--- src/rtl/seg_pkg.sv ---
// Shared definitions for the 7-segment display blocks.
// Holds the command opcodes, the command FSM state encoding and the
// hex-to-segment decode table reused by other display blocks.
package seg_pkg;

  // Command opcodes (first byte of a two-byte command)
  localparam logic [7:0] OP_SET_HEX   = 8'h01;
  localparam logic [7:0] OP_SET_RAW   = 8'h02;
  localparam logic [7:0] OP_SET_BLINK = 8'h03;
  localparam logic [7:0] OP_SET_DP    = 8'h04;

  typedef enum logic [1:0] {
    IDLE    = 2'd0,
    WAIT_OP = 2'd1,
    APPLY   = 2'd2
  } state_t;

  // Anything outside 0x01..0x04 is rejected at the opcode byte.
  function automatic logic is_legal_opcode(input logic [7:0] op);
    return (op == OP_SET_HEX)   || (op == OP_SET_RAW) ||
           (op == OP_SET_BLINK) || (op == OP_SET_DP);
  endfunction

  // Segment pattern in gfedcba order, active-high.
  function automatic logic [6:0] hexdecode(input logic [3:0] nib);
    logic [6:0] seg;
    case (nib)
      4'h0:    seg = 7'h3F;
      4'h1:    seg = 7'h06;
      4'h2:    seg = 7'h5B;
      4'h3:    seg = 7'h4F;
      4'h4:    seg = 7'h66;
      4'h5:    seg = 7'h6D;
      4'h6:    seg = 7'h7D;
      4'h7:    seg = 7'h07;
      4'h8:    seg = 7'h7F;
      4'h9:    seg = 7'h6F;
      4'hA:    seg = 7'h77;
      4'hB:    seg = 7'h7C;
      4'hC:    seg = 7'h39;
      4'hD:    seg = 7'h5E;
      4'hE:    seg = 7'h79;
      default: seg = 7'h71;
    endcase
    return seg;
  endfunction

endpackage

--- src/rtl/blink_prescaler.sv ---
// Blink phase generator: free-running counter 0..MAX_COUNT-1, phase toggles on wrap.
// Latency: phase changes the cycle after the wrap edge; clear takes effect at the next edge.
// Backpressure: none, runs every cycle regardless of whether blinking is enabled.
//
// Ports:
//   clk   - system clock
//   rst   - synchronous active-high reset (counter 0, phase 1)
//   clear - synchronous restart of the blink period (counter 0, phase 1)
//   phase - current blink phase; 1 = lit half, 0 = dark half
module blink_prescaler #(
  parameter logic [23:0] MAX_COUNT = 24'd10_000_000
) (
  input  logic clk,
  input  logic rst,
  input  logic clear,
  output logic phase
);

  logic [23:0] cnt;

  always_ff @(posedge clk) begin
    if (rst || clear) begin
      cnt   <= '0;
      phase <= 1'b1;
    end else if (cnt == MAX_COUNT - 24'd1) begin
      cnt   <= '0;
      phase <= ~phase;
    end else begin
      cnt <= cnt + 24'd1;
    end
  end

endmodule

--- src/rtl/seg_cmd_controller.sv ---
// Two-byte command sequencer (opcode, operand) driving the 7-segment pins with optional blink.
// Latency: operand accepted at edge N -> APPLY; display registers and pins update at edge N+1.
// Backpressure: cmd_ready drops only during the single APPLY cycle; otherwise every byte is taken.
//
// Ports:
//   clk       - system clock
//   rst       - synchronous active-high reset, overrides everything
//   cmd_valid - byte on cmd_data is valid
//   cmd_data  - opcode or operand byte
//   cmd_ready - controller accepts a byte this cycle
//   seg_out   - registered segment drive (gfedcba), blanked during the dark blink phase
//   dp_out    - registered decimal point, gated like seg_out
//   busy      - a command is in progress (state is not IDLE)
//   err       - one-cycle pulse on illegal opcode or operand timeout
module seg_cmd_controller
  import seg_pkg::*;
#(
  parameter logic [23:0] MAX_COUNT = 24'd10_000_000,
  parameter logic [15:0] TIMEOUT   = 16'd1000
) (
  input  logic       clk,
  input  logic       rst,
  input  logic       cmd_valid,
  input  logic [7:0] cmd_data,
  output logic       cmd_ready,
  output logic [6:0] seg_out,
  output logic       dp_out,
  output logic       busy,
  output logic       err
);

  // ---------------------------------------------------------------------
  // State
  // ---------------------------------------------------------------------
  state_t      state_q, state_d;
  logic [7:0]  opcode_q;
  logic [6:0]  operand_q;      // bit 7 of the operand is never used by any opcode
  logic [15:0] wait_cnt_q;

  logic [6:0]  seg_reg_q, seg_reg_d;
  logic        dp_reg_q, dp_reg_d;
  logic        blink_en_q, blink_en_d;
  logic        blink_clear;

  logic        phase;
  logic        phase_eff;
  logic        xfer;
  logic        err_d;
  logic        latch_opcode;
  logic        latch_operand;
  logic        wait_clr;
  logic        wait_inc;

  assign cmd_ready = (state_q != APPLY);
  assign busy      = (state_q != IDLE);
  assign xfer      = cmd_valid && cmd_ready;

  // ---------------------------------------------------------------------
  // Command FSM: next state and control strobes
  // ---------------------------------------------------------------------
  always_comb begin
    state_d       = state_q;
    err_d         = 1'b0;
    latch_opcode  = 1'b0;
    latch_operand = 1'b0;
    wait_clr      = 1'b0;
    wait_inc      = 1'b0;

    unique case (state_q)
      IDLE: begin
        if (xfer) begin
          latch_opcode = 1'b1;
          if (is_legal_opcode(cmd_data)) begin
            state_d  = WAIT_OP;
            wait_clr = 1'b1;
          end else begin
            // Illegal opcode: no operand follows, stay ready for the next opcode.
            err_d = 1'b1;
          end
        end
      end

      WAIT_OP: begin
        // A byte arriving in the expiry cycle still counts as the operand.
        if (xfer) begin
          latch_operand = 1'b1;
          state_d       = APPLY;
        end else if (wait_cnt_q == TIMEOUT - 16'd1) begin
          err_d   = 1'b1;
          state_d = IDLE;
        end else begin
          wait_inc = 1'b1;
        end
      end

      APPLY: begin
        state_d = IDLE;
      end

      default: begin
        state_d = IDLE;
      end
    endcase
  end

  // ---------------------------------------------------------------------
  // Display register update, only in APPLY
  // ---------------------------------------------------------------------
  always_comb begin
    seg_reg_d   = seg_reg_q;
    dp_reg_d    = dp_reg_q;
    blink_en_d  = blink_en_q;
    blink_clear = 1'b0;

    if (state_q == APPLY) begin
      case (opcode_q)
        OP_SET_HEX:   seg_reg_d = hexdecode(operand_q[3:0]);
        OP_SET_RAW:   seg_reg_d = operand_q;
        OP_SET_BLINK: begin
          blink_en_d  = operand_q[0];
          blink_clear = 1'b1;
        end
        OP_SET_DP:    dp_reg_d = operand_q[0];
        default:      ;
      endcase
    end
  end

  // The prescaler's own phase lags a clear by one edge; a restarted period
  // always begins lit, so force that here to avoid a one-cycle dark glitch.
  assign phase_eff = blink_clear ? 1'b1 : phase;

  // ---------------------------------------------------------------------
  // Sequential state
  // ---------------------------------------------------------------------
  always_ff @(posedge clk) begin
    if (rst) begin
      state_q    <= IDLE;
      opcode_q   <= '0;
      operand_q  <= '0;
      wait_cnt_q <= '0;
      seg_reg_q  <= '0;
      dp_reg_q   <= 1'b0;
      blink_en_q <= 1'b0;
      seg_out    <= '0;
      dp_out     <= 1'b0;
      err        <= 1'b0;
    end else begin
      state_q    <= state_d;
      seg_reg_q  <= seg_reg_d;
      dp_reg_q   <= dp_reg_d;
      blink_en_q <= blink_en_d;
      err        <= err_d;

      if (latch_opcode) begin
        opcode_q <= cmd_data;
      end
      if (latch_operand) begin
        operand_q <= cmd_data[6:0];
      end

      if (wait_clr) begin
        wait_cnt_q <= '0;
      end else if (wait_inc) begin
        wait_cnt_q <= wait_cnt_q + 16'd1;
      end

      // New register contents reach the pins at the same edge they are
      // written; the blink phase is sampled from the previous cycle.
      if (blink_en_d && !phase_eff) begin
        seg_out <= '0;
        dp_out  <= 1'b0;
      end else begin
        seg_out <= seg_reg_d;
        dp_out  <= dp_reg_d;
      end
    end
  end

  blink_prescaler #(
    .MAX_COUNT (MAX_COUNT)
  ) u_blink_prescaler (
    .clk   (clk),
    .rst   (rst),
    .clear (blink_clear),
    .phase (phase)
  );

endmodule

--- config.mk ---
export PLATFORM = sky130hd
export DESIGN_NAME = seg_cmd_controller
export DESIGN_NICKNAME = d
export VERILOG_FILES = /design/src/rtl/seg_pkg.sv /design/src/rtl/blink_prescaler.sv /design/src/rtl/seg_cmd_controller.sv
export SDC_FILE = /design/constraint.sdc
export NUM_CORES = 1
export LEC_CHECK = 0
export CORE_MARGIN = 5
export CORE_UTILIZATION = 53
export DETAILED_ROUTE_END_ITERATION = 12
export PLACE_DENSITY = 0.8
export RECOVER_POWER = 100
export SLEW_MARGIN = 25
export SYNTH_ARGS = -nofsm -noshare
export SYNTH_HDL_FRONTEND = slang
export SYNTH_HIERARCHICAL = 1
export SYNTH_SLANG_ARGS = --single-unit
--- constraint.sdc ---
create_clock -name clk -period 2.12 [get_ports clk]
set_input_delay 0.318 -clock clk [delete_from_list [all_inputs] [get_ports clk]]
set_output_delay 0.318 -clock clk [all_outputs]
set_load 0.005 [all_outputs]
After elaboration in Yosys (flattened, before gate mapping) --
Memory sizes are Yosys's and may differ from the RTL's. A register that Yosys moved wholly into a read port is not among the register bits. Index checks and enable logic that the tools add are counted.
Operators by class: multipliers 0, equality and inequality tests 16, add/sub/neg operators 2, $lt $le $gt $ge 0, shift-type cells 0, reductions and logical operators 13, multiplexer cells 30, div/mod/pow operators 0, bitwise logic cells 1
Operator list (count):
- $eq 8x2->1 const B | 4
- $add 24x1->24 const B | 1
- $eq 24x24->1 const B | 1
- $mux 1 | 20
- $add 16x1->16 const B | 1
- $eq 16x10->1 const B | 1
- $eq 8x1->1 const B | 2
- $eq 8x3->1 const B | 2
- $pmux 7 s2 | 1
- $mux 2 | 4
- $mux 4 | 2
- $mux 7 | 1
- $ne 2x2->1 const B | 3
- $reduce_or 2->1 | 3
- $logic_or 1x1->1 | 4
- $pmux 2 s2 | 1
- $ne 3x3->1 const B | 1
- $reduce_and 3->1 | 1
- $eq 2x1->1 const B | 1
- $eq 2x2->1 const B | 1
- $logic_and 1x1->1 | 2
- $logic_not 2->1 | 1
- $pmux 1 s2 | 1
- $reduce_bool 2->1 | 1
- 2 further kinds | 2
Storage, ports and cells: flip-flop bits (word level) 76, ROM bits 112, memories 1, input bits 11, RAM bits 0, bits in latches 0, output and inout bits 11, word-level logic and storage cells 75
Memory list:
- (no name shown) | depth 16, bits a word 7, rd ports 1, clocked after Yosys merged registers in 1, wr ports 0, RTL line seg_pkg.sv:27 | case (nib)

Depth between registers and ports, before layout --
Gate-level depths: netlist of the first run.
depth after elaboration 8, gate-level depth with buffers 9

By module --
The synthesis of the first run kept the hierarchy.
Modules (own cells, without submodules):
- seg_cmd_controller | cells an instance 291, times used 1, area each 2693.8 um^2, seq. area each 1161.1 um^2
- blink_prescaler | cells an instance 136, times used 1, area each 1172.4 um^2, seq. area each 500.5 um^2

Worst setup path before layout of the first run --
Ideal clock, no wire load.
path type register to register, from reg state_q[1], to reg with a tool-made name, cell stages (with the launch flop) 8, setup slack 20 ps, arrival time 2042 ps, path buffers 1, period minus slack after synthesis 2100 ps, cells stage by stage dfxtp_1 -> and3b_1 -> buf_2 -> mux2i_1 -> inv_1 -> ha_1 -> mux4_2 -> inv_1
RTL lines:
- start, declared | RTL line seg_cmd_controller.sv:35 | state_t state_q, state_d;
- start signal, assigned | RTL line seg_cmd_controller.sv:149 | state_q <= state_d;

Worst setup path after layout of the first run --
from reg state_q[0], to out busy
On the way: cells in the longest elaborated chain, start to end 1
RTL lines:
- $reduce_bool 2->1 | RTL line seg_cmd_controller.sv:55 | assign busy = (state_q != IDLE);
- end, declared | RTL line seg_cmd_controller.sv:28 | output logic busy,
Every way passes these cells.

==> results of run 1 <==
-- layout by cell type (no fill, tap or decap), drive strengths merged, types with 3 or more instances in the layout --
master / n
ha: 9
nand3: 19
a21oi: 37
and3: 4
inv: 18
nand2: 46
and4: 4
nor4b: 3
nor2: 39
nand4: 11
o31ai: 13
nor3b: 5
xnor2: 10
buf: 32
nor3: 8
nor2b: 3
mux2i: 15
nand3b: 4
xor2: 7
or3: 8
o21ai: 8
nor4: 9
nand2b: 8
clkbuf: 20
dfxtp: 83
a22oi: 4
dlygate4sd3: 11
or4: 18
or2: 3
clkdlybuf4s50: 10
a22o: 7
-- critical path, delay by kind of cell (launching register included) --
family	cells	cell delay, ns
buffers and inverters	2	0.74
DFF	1	0.34
and+or+nand+nor	1	0.29
-- cell usage after synthesis (6+ instances only) --
cell type,instances
sky130_fd_sc_hd__dfxtp_1,83
sky130_fd_sc_hd__nand2_1,46
sky130_fd_sc_hd__nor2_1,38
sky130_fd_sc_hd__a21oi_1,36
sky130_fd_sc_hd__nand3_1,18
sky130_fd_sc_hd__mux2i_1,15
sky130_fd_sc_hd__inv_1,14
sky130_fd_sc_hd__o31ai_1,13
sky130_fd_sc_hd__or4_1,13
sky130_fd_sc_hd__nand4_1,10
sky130_fd_sc_hd__xnor2_1,10
sky130_fd_sc_hd__ha_1,9
sky130_fd_sc_hd__nand2b_1,8
sky130_fd_sc_hd__a22o_1,7
sky130_fd_sc_hd__nor3_1,7
sky130_fd_sc_hd__nor4_1,7
sky130_fd_sc_hd__xor2_1,7
sky130_fd_sc_hd__clkbuf_1,6
sky130_fd_sc_hd__o21ai_0,6
sky130_fd_sc_hd__or3_1,6
-- final timing paths --
| kind | from | to | slack [ns] |
|---|---|---|---|
| worst max-delay path | state_q[0] | busy | 0.08 |
| worst min-delay path | u_blink_prescaler/cnt[0] | u_blink_prescaler/cnt[0] | 0.44 |
| worst max register to register | u_blink_prescaler/cnt[1] | u_blink_prescaler/cnt[22] | 0.11 |
| worst min register to register | u_blink_prescaler/cnt[0] | u_blink_prescaler/cnt[0] | 0.44 |
-- routing by layer --
layer	share of wire, %	vias up
met5	0	-
met4	1.3	0
met3	4.9	11
met2	48	77
met1	46	1600
li1	-	1672
-- stage by stage --
step	hold WS, ns	area [µm²]	std cells	total power, W	TNS (ns)
after floorplan	0.410	3870	427	0.00170	0
after global placement	0.419	4410	569	0.00176	-0.306
after detailed placement	0.427	4410	569	0.00177	-0.608
after CTS	0.451	4640	585	0.00307	0
after global routing	0.467	4650	592	0.00315	0
final	0.442	4650	592	0.00304	0
-- kinds of logic after synthesis --
| kind of cell | Yosys count | share of synthesized area [%] |
|---|---|---|
| buffers and inverters | 29 | 3.59 |
| muxes | 18 | 5.05 |
| AOI/OAI and AO/OA | 75 | 12.6 |
| and+or+nand+nor | 196 | 29.1 |
| xor gates and xnor gates | 17 | 3.85 |
| adders and majority gates | 9 | 2.91 |
| DFF | 83 | 43.0 |
-- final cells by class --
cell class	instances	area share [%]
inverters	14	1.13
clock buffers	9	2.66
well taps	99	2.66
repair buffers	64	11.0
clock inverters	7	2.21
flip-flops and latches	83	35.7
multi-input cells	316	44.6
-- power groups by stage --
stage | Sequential (W) | Combinational (W) | Clock [W]
floorplan | 0.00162 | 0.0000788 | 0
global placement | 0.00162 | 0.000139 | 0
detailed placement | 0.00163 | 0.000142 | 0
CTS | 0.00159 | 0.000145 | 0.00133
global route | 0.00159 | 0.000156 | 0.00140
finish | 0.00159 | 0.000144 | 0.00130
-- state kept, by name (all words and copies together), names as in the netlist, 2 cells and up, named ones only --
signal                 count
u_blink_prescaler/cnt     24
wait_cnt_q                16
seg_reg_q                  7
operand_q                  7
seg_out                    7
opcode_q                   8
state_q                    2
-- what timing repair did --
action                                  in CTS  in global routing
pin swaps                                    0                  2
gates cloned                                 0                  1
setup buffers                                0                  6
endpoints found under the setup margin       1                 11
resized for setup                            1                  3
==> flow_summary.toml, run 1 <==
[status]
status = "complete, no violations"

[floorplan]
die_outline_height_um = 95.4
fp.dieArea_mm2 = 0.00910
initial_core_util_pct = 53.9
ios = 22
die_w_um = 95.4
placement_rows = 31
fp.coreArea_mm2 = 0.00718

[power_and_ir_drop]
cellLeakagePower_nw = 1.72
seqPwrFrac_pct = 52.3
ir_worst_vdd_v = 0.000315
combPwrFrac_pct = 4.7
intPower_w = 0.00232
pwr-share-clk_pct = 42.9
netSwitchingPower_w = 0.000719
sw_frac_of_total_pct = 23.7
power.density_cell_area_mw_per_mm2 = 653

[synth]
synthesis.area_per_instance_um2 = 9.05
synth-edff-count = 0
flip_flop_and_latch_count_after_synthesis = 83
postSynthCellCount = 427
synthesis_warning_total = 6
yosysTopAreaCellShare_pct = 43.0
ys_seq_area_share_pct = 43.0
synthFlopType = "sky130_fd_sc_hd__dfxtp_1"
ys_types = 55
synthesis.area_mm2 = 0.00387
synth_area_leaders = "sky130_fd_sc_hd__dfxtp_1 (43%), sky130_fd_sc_hd__a21oi_1 (4.7%), sky130_fd_sc_hd__nand2_1 (4.5%), sky130_fd_sc_hd__mux2i_1 (3.9%), sky130_fd_sc_hd__nor2_1 (3.7%)"
yosys.area.top_type = "sky130_fd_sc_hd__dfxtp_1"
mappedNetlistNets = 447
asyncSetResetFlopFracSynth_pct = 0

[worst_setup_path]
timing.critical_path.required_ns = 1.80
ff2ff_path_depth = 5
timing.critical_path.fanout_max = 9
worstSetupStartpointType = "register"
timing_worst_setup_path_type = "reg2out"
critical_path.endpoint_type = "primary output"
cpMaxStageDelayCell = "sky130_fd_sc_hd__dlygate4sd3_1"
cp.arrival_ns = 1.72
longest_individual_stage_delay_on_the_worst_path_ns = 0.57
timing.critical_path.cells = "buf_4 > or2_2 > dlygate4sd3_1"

[cells_and_area]
layout-drive-gt1-share_pct = 15.4
multi_input_comb_area_mm2 = 0.00207
final.fill_count = 597
antenna_cells = 0
sequential_cell_area_mm2 = 0.00166
finish.net_count = 508
finalCoreUtilization_pct = 64.8
area_growth_pct = 20.3

[clocking]
cts_sinks = 83
cts-root-to-sink-buffers = 2
clock_latency_ns = 0.36
numCtsBuffers = 9
cts_max_level = 3
post_cts_hold_buffer_count = 0
tritoncts_clock_tree = "done"
cts-root-buf = "sky130_fd_sc_hd__clkbuf_8"
clk_pin_slew_worst_paths_ns = 0.09

[routing]
routed-via-count = 3360
detail_route.wirelength_um = 8900
post_route_drc = 0
vias_per_cell = 5.68
postRouteAntennaNets = 0
first_drt_pass_iteration_count = 4
drt-wirelength-per-cell_um = 15.0
drt-initial-drc-count = 128

[hold_path]
min-delay-path-class = "reg2reg"
timing.hold.worst_path_depth = 1

[timing]
minimum_setup_slack_in_the_final_design_ns = 0.0811
finalCritPeriodShare_pct = 96.2
max_freq_ghz = 0.490
final.min_clock_period_ns = 2.04
fin_skew_ns = 0.0114
worst-slew-pin-transition_ns = 0.671
maxSlewViolCount = 0
worst_slew_margin_rel_pct = 54.7
grt_setup_unrepaired = "no"
final_hold_viol_count = 0
setup_viol_count_final = 0

[global_route]
met2_usage_pct = 33.5
grt.met1_usage_pct = 25.6
antenna_found_initial = 0
wire_length_of_the_first_global_routing_pass_um = 14500
global_route.overflow_total = 0
met3_usage_pct = 4.18
grt_start_max_net_pins = 25
first_global_vias = 3083
grt.total_usage_pct = 20.0
global_route.peak_usage_layer = "met2"

[placed_design]
place_congestion = 0.876
place_worst_setup_slack_ns = -0.260
placement.io_buffers = 21
dp_hpwl_um = 5940

[job]
drv.max_cap_violation_count = 0
No activity file was read; power rests on OpenSTA's default activity.
==> run 2, diff against run 1 <==
--- a/config.mk
+++ b/config.mk
@@ -6,9 +6,10 @@
 export NUM_CORES = 1
 export LEC_CHECK = 0
 export CORE_MARGIN = 5
-export CORE_UTILIZATION = 53
+export CORE_UTILIZATION = 55
 export DETAILED_ROUTE_END_ITERATION = 12
-export PLACE_DENSITY = 0.8
+export MAX_ROUTING_LAYER = met4
+export PLACE_DENSITY = 0.79
 export RECOVER_POWER = 100
 export SLEW_MARGIN = 25
 export SYNTH_ARGS = -nofsm -noshare
==> constraint.sdc (replaced) <==
create_clock -name clk -period 2.55 [get_ports clk]
set_input_delay 0.3825 -clock clk [delete_from_list [all_inputs] [get_ports clk]]
set_output_delay 0.3825 -clock clk [all_outputs]
set_load 0.005 [all_outputs]
==> run 2 against run 1 <==
Non-clock buffer count is 26 lower. Sequential share of layout area rose by 1.7 points. Clock power shrank 17%. Routed wire length fell by 10%. Die area is 3.3% lower. Register-to-register slack gained 0.16 ns. Power shrank 18%. Hold slack improved by 0.00081 ns. Sequential power is 17% lower. Critical endpoint is now u_blink_prescaler/cnt[18].
==> flow_summary.toml, run 2 (same netlist as run 1, synthesis figures left out) <==
[cells_and_area]
registers.top_by_ff_count = "u_blink_prescaler/cnt"
largest_register_ffs = 24
layout.cells.most_common = "sky130_fd_sc_hd__dfxtp_1"
area_growth_pct = 14.9
antenna_cells = 0
layout.cells.most_common_list = "sky130_fd_sc_hd__dfxtp_1 (83), sky130_fd_sc_hd__nand2_1 (46), sky130_fd_sc_hd__nor2_1 (38)"
finish.net_count = 481
largest_registers_ranked_by_flip_flop_count = "u_blink_prescaler/cnt (24), wait_cnt_q (16), opcode_q (8)"
finalInstanceArea_mm2 = 0.00444
layout-drive-gt1-share_pct = 10.1

[timing]
grt_setup_unrepaired = "no"
worst-slew-pin-transition_ns = 0.885
finalCritPeriodShare_pct = 89.2
maxSlewViolCount = 0
fin_skew_ns = 0.0167
post_route_setup_tns_ns = 0
final_hold_viol_count = 0
minimum_setup_slack_in_the_final_design_ns = 0.274
setup_viol_count_final = 0
max_freq_ghz = 0.439
final.min_clock_period_ns = 2.28
worst_slew_margin_rel_pct = 40.7
worst_hold_slack_across_all_endpoints_ns = 0.443

[floorplan]
die_outline_height_um = 93.8
initial_core_util_pct = 56.6
placement_rows = 30
die_w_um = 93.8
fp.coreArea_mm2 = 0.00683
fp.dieArea_mm2 = 0.00881
ios = 22

[clocking]
numCtsBuffers = 9
clk_pin_slew_worst_paths_ns = 0.09
cts_sinks = 83
clock_latency_ns = 0.36
cts-root-to-sink-buffers = 2
cts_max_level = 3
tritoncts_clock_tree = "done"
postCtsSetupBuffers = 0
cts-resized-gates = 0
post_cts_hold_buffer_count = 0
cts-root-buf = "sky130_fd_sc_hd__clkbuf_8"

[routing]
drt-wirelength-per-cell_um = 14.2
post_route_drc = 0
vias_per_cell = 5.69
m1WireLength_um = 3640
first_drt_pass_iteration_count = 4
route.top_layer_used = "met4"
met3WireLength_um = 306
wl_met2_um = 3800
detail_route.wirelength_um = 7970
postRouteAntennaNets = 0
routed-via-count = 3199
drt-initial-drc-count = 175

[global_route]
global_route.overflow_total = 0
antenna_found_initial = 0
first_global_vias = 2986
wire_length_of_the_first_global_routing_pass_um = 13500
grt.total_usage_pct = 19.6
grt_start_max_net_pins = 22

[power_and_ir_drop]
ir_worst_vdd_v = 0.000321
power.density_cell_area_mw_per_mm2 = 564
combPwrFrac_pct = 4.4
seqPwrFrac_pct = 52.7
cellLeakagePower_nw = 1.59
netSwitchingPower_w = 0.000582
sw_frac_of_total_pct = 23.2
power_w = 0.00251
pwr-share-clk_pct = 42.9
intPower_w = 0.00192

[worst_setup_path]
timing.critical_path.fanout_max = 13
critical_path.endpoint_type = "register"
timing_worst_setup_path_type = "reg2reg"
timing.critical_path.required_ns = 2.79
cp.arrival_ns = 2.52
worstSetupStartpointType = "register"

[job]
drv.max_cap_violation_count = 0

[status]
status = "complete, no violations"

[placed_design]
place_congestion = 0.900
placement.io_buffers = 21
place_worst_setup_slack_ns = 0.156
dp_hpwl_um = 5750
placed_area_mm2 = 0.00424

[hold_path]
min-delay-path-class = "reg2reg"
## run 2: path summary, 6_finish.rpt
path                                     to  slack, ns          from  depth (start not counted)
hold reg to reg                seg_reg_q[6]       0.44  seg_reg_q[6]                          2
hold / removal                 seg_reg_q[6]       0.44  seg_reg_q[6]                          2
setup / recovery  u_blink_prescaler/cnt[18]       0.27   opcode_q[3]                          6
setup reg to reg  u_blink_prescaler/cnt[18]       0.27   opcode_q[3]                          6
## run 2: power groups by stage
stage | Clock, W | Sequential [W] | Combinational [W]
final | 0.00108 | 0.00132 | 0.000109
after global routing | 0.00116 | 0.00132 | 0.000120
after CTS | 0.00110 | 0.00132 | 0.000113
after detailed placement | 0 | 0.00135 | 0.000111
after global placement | 0 | 0.00135 | 0.000109
after floorplan | 0 | 0.00135 | 0.0000655
## run 2: area by class of cell
type,count,area (µm²)
Timing Repair Buffer,38,303
Clock inverter,7,105
Sequential cell,83,1660
Fill cell,593,2390
Tap cell,96,120
Multi-Input combinational cell,315,2080
Clock buffer,9,124
Inverter,14,52.6
## run 2: routing by layer
layer,GRT usage (%),vias to the layer above
li1,-,1625
met1,23.2,1497
met2,31.8,55
met3,4.17,22
met4,9.63,0
met5,-,-
## run 2: stage by stage
step                util [%]  std cells
floorplan                  -        427
global placement        62.1        546
detailed placement      62.1        546
CTS                     65.5        562
global route            65.0        562
finish                  65.0        562
## run 2: critical path: stages (launching register included)
cell                       delay [ns]
sky130_fd_sc_hd__dfxtp_1         0.33
sky130_fd_sc_hd__or4_1           0.64
sky130_fd_sc_hd__nor4_4          0.42
sky130_fd_sc_hd__nor2_1          0.13
sky130_fd_sc_hd__o31ai_2         0.24
sky130_fd_sc_hd__clkbuf_2        0.34
sky130_fd_sc_hd__a21oi_1         0.06
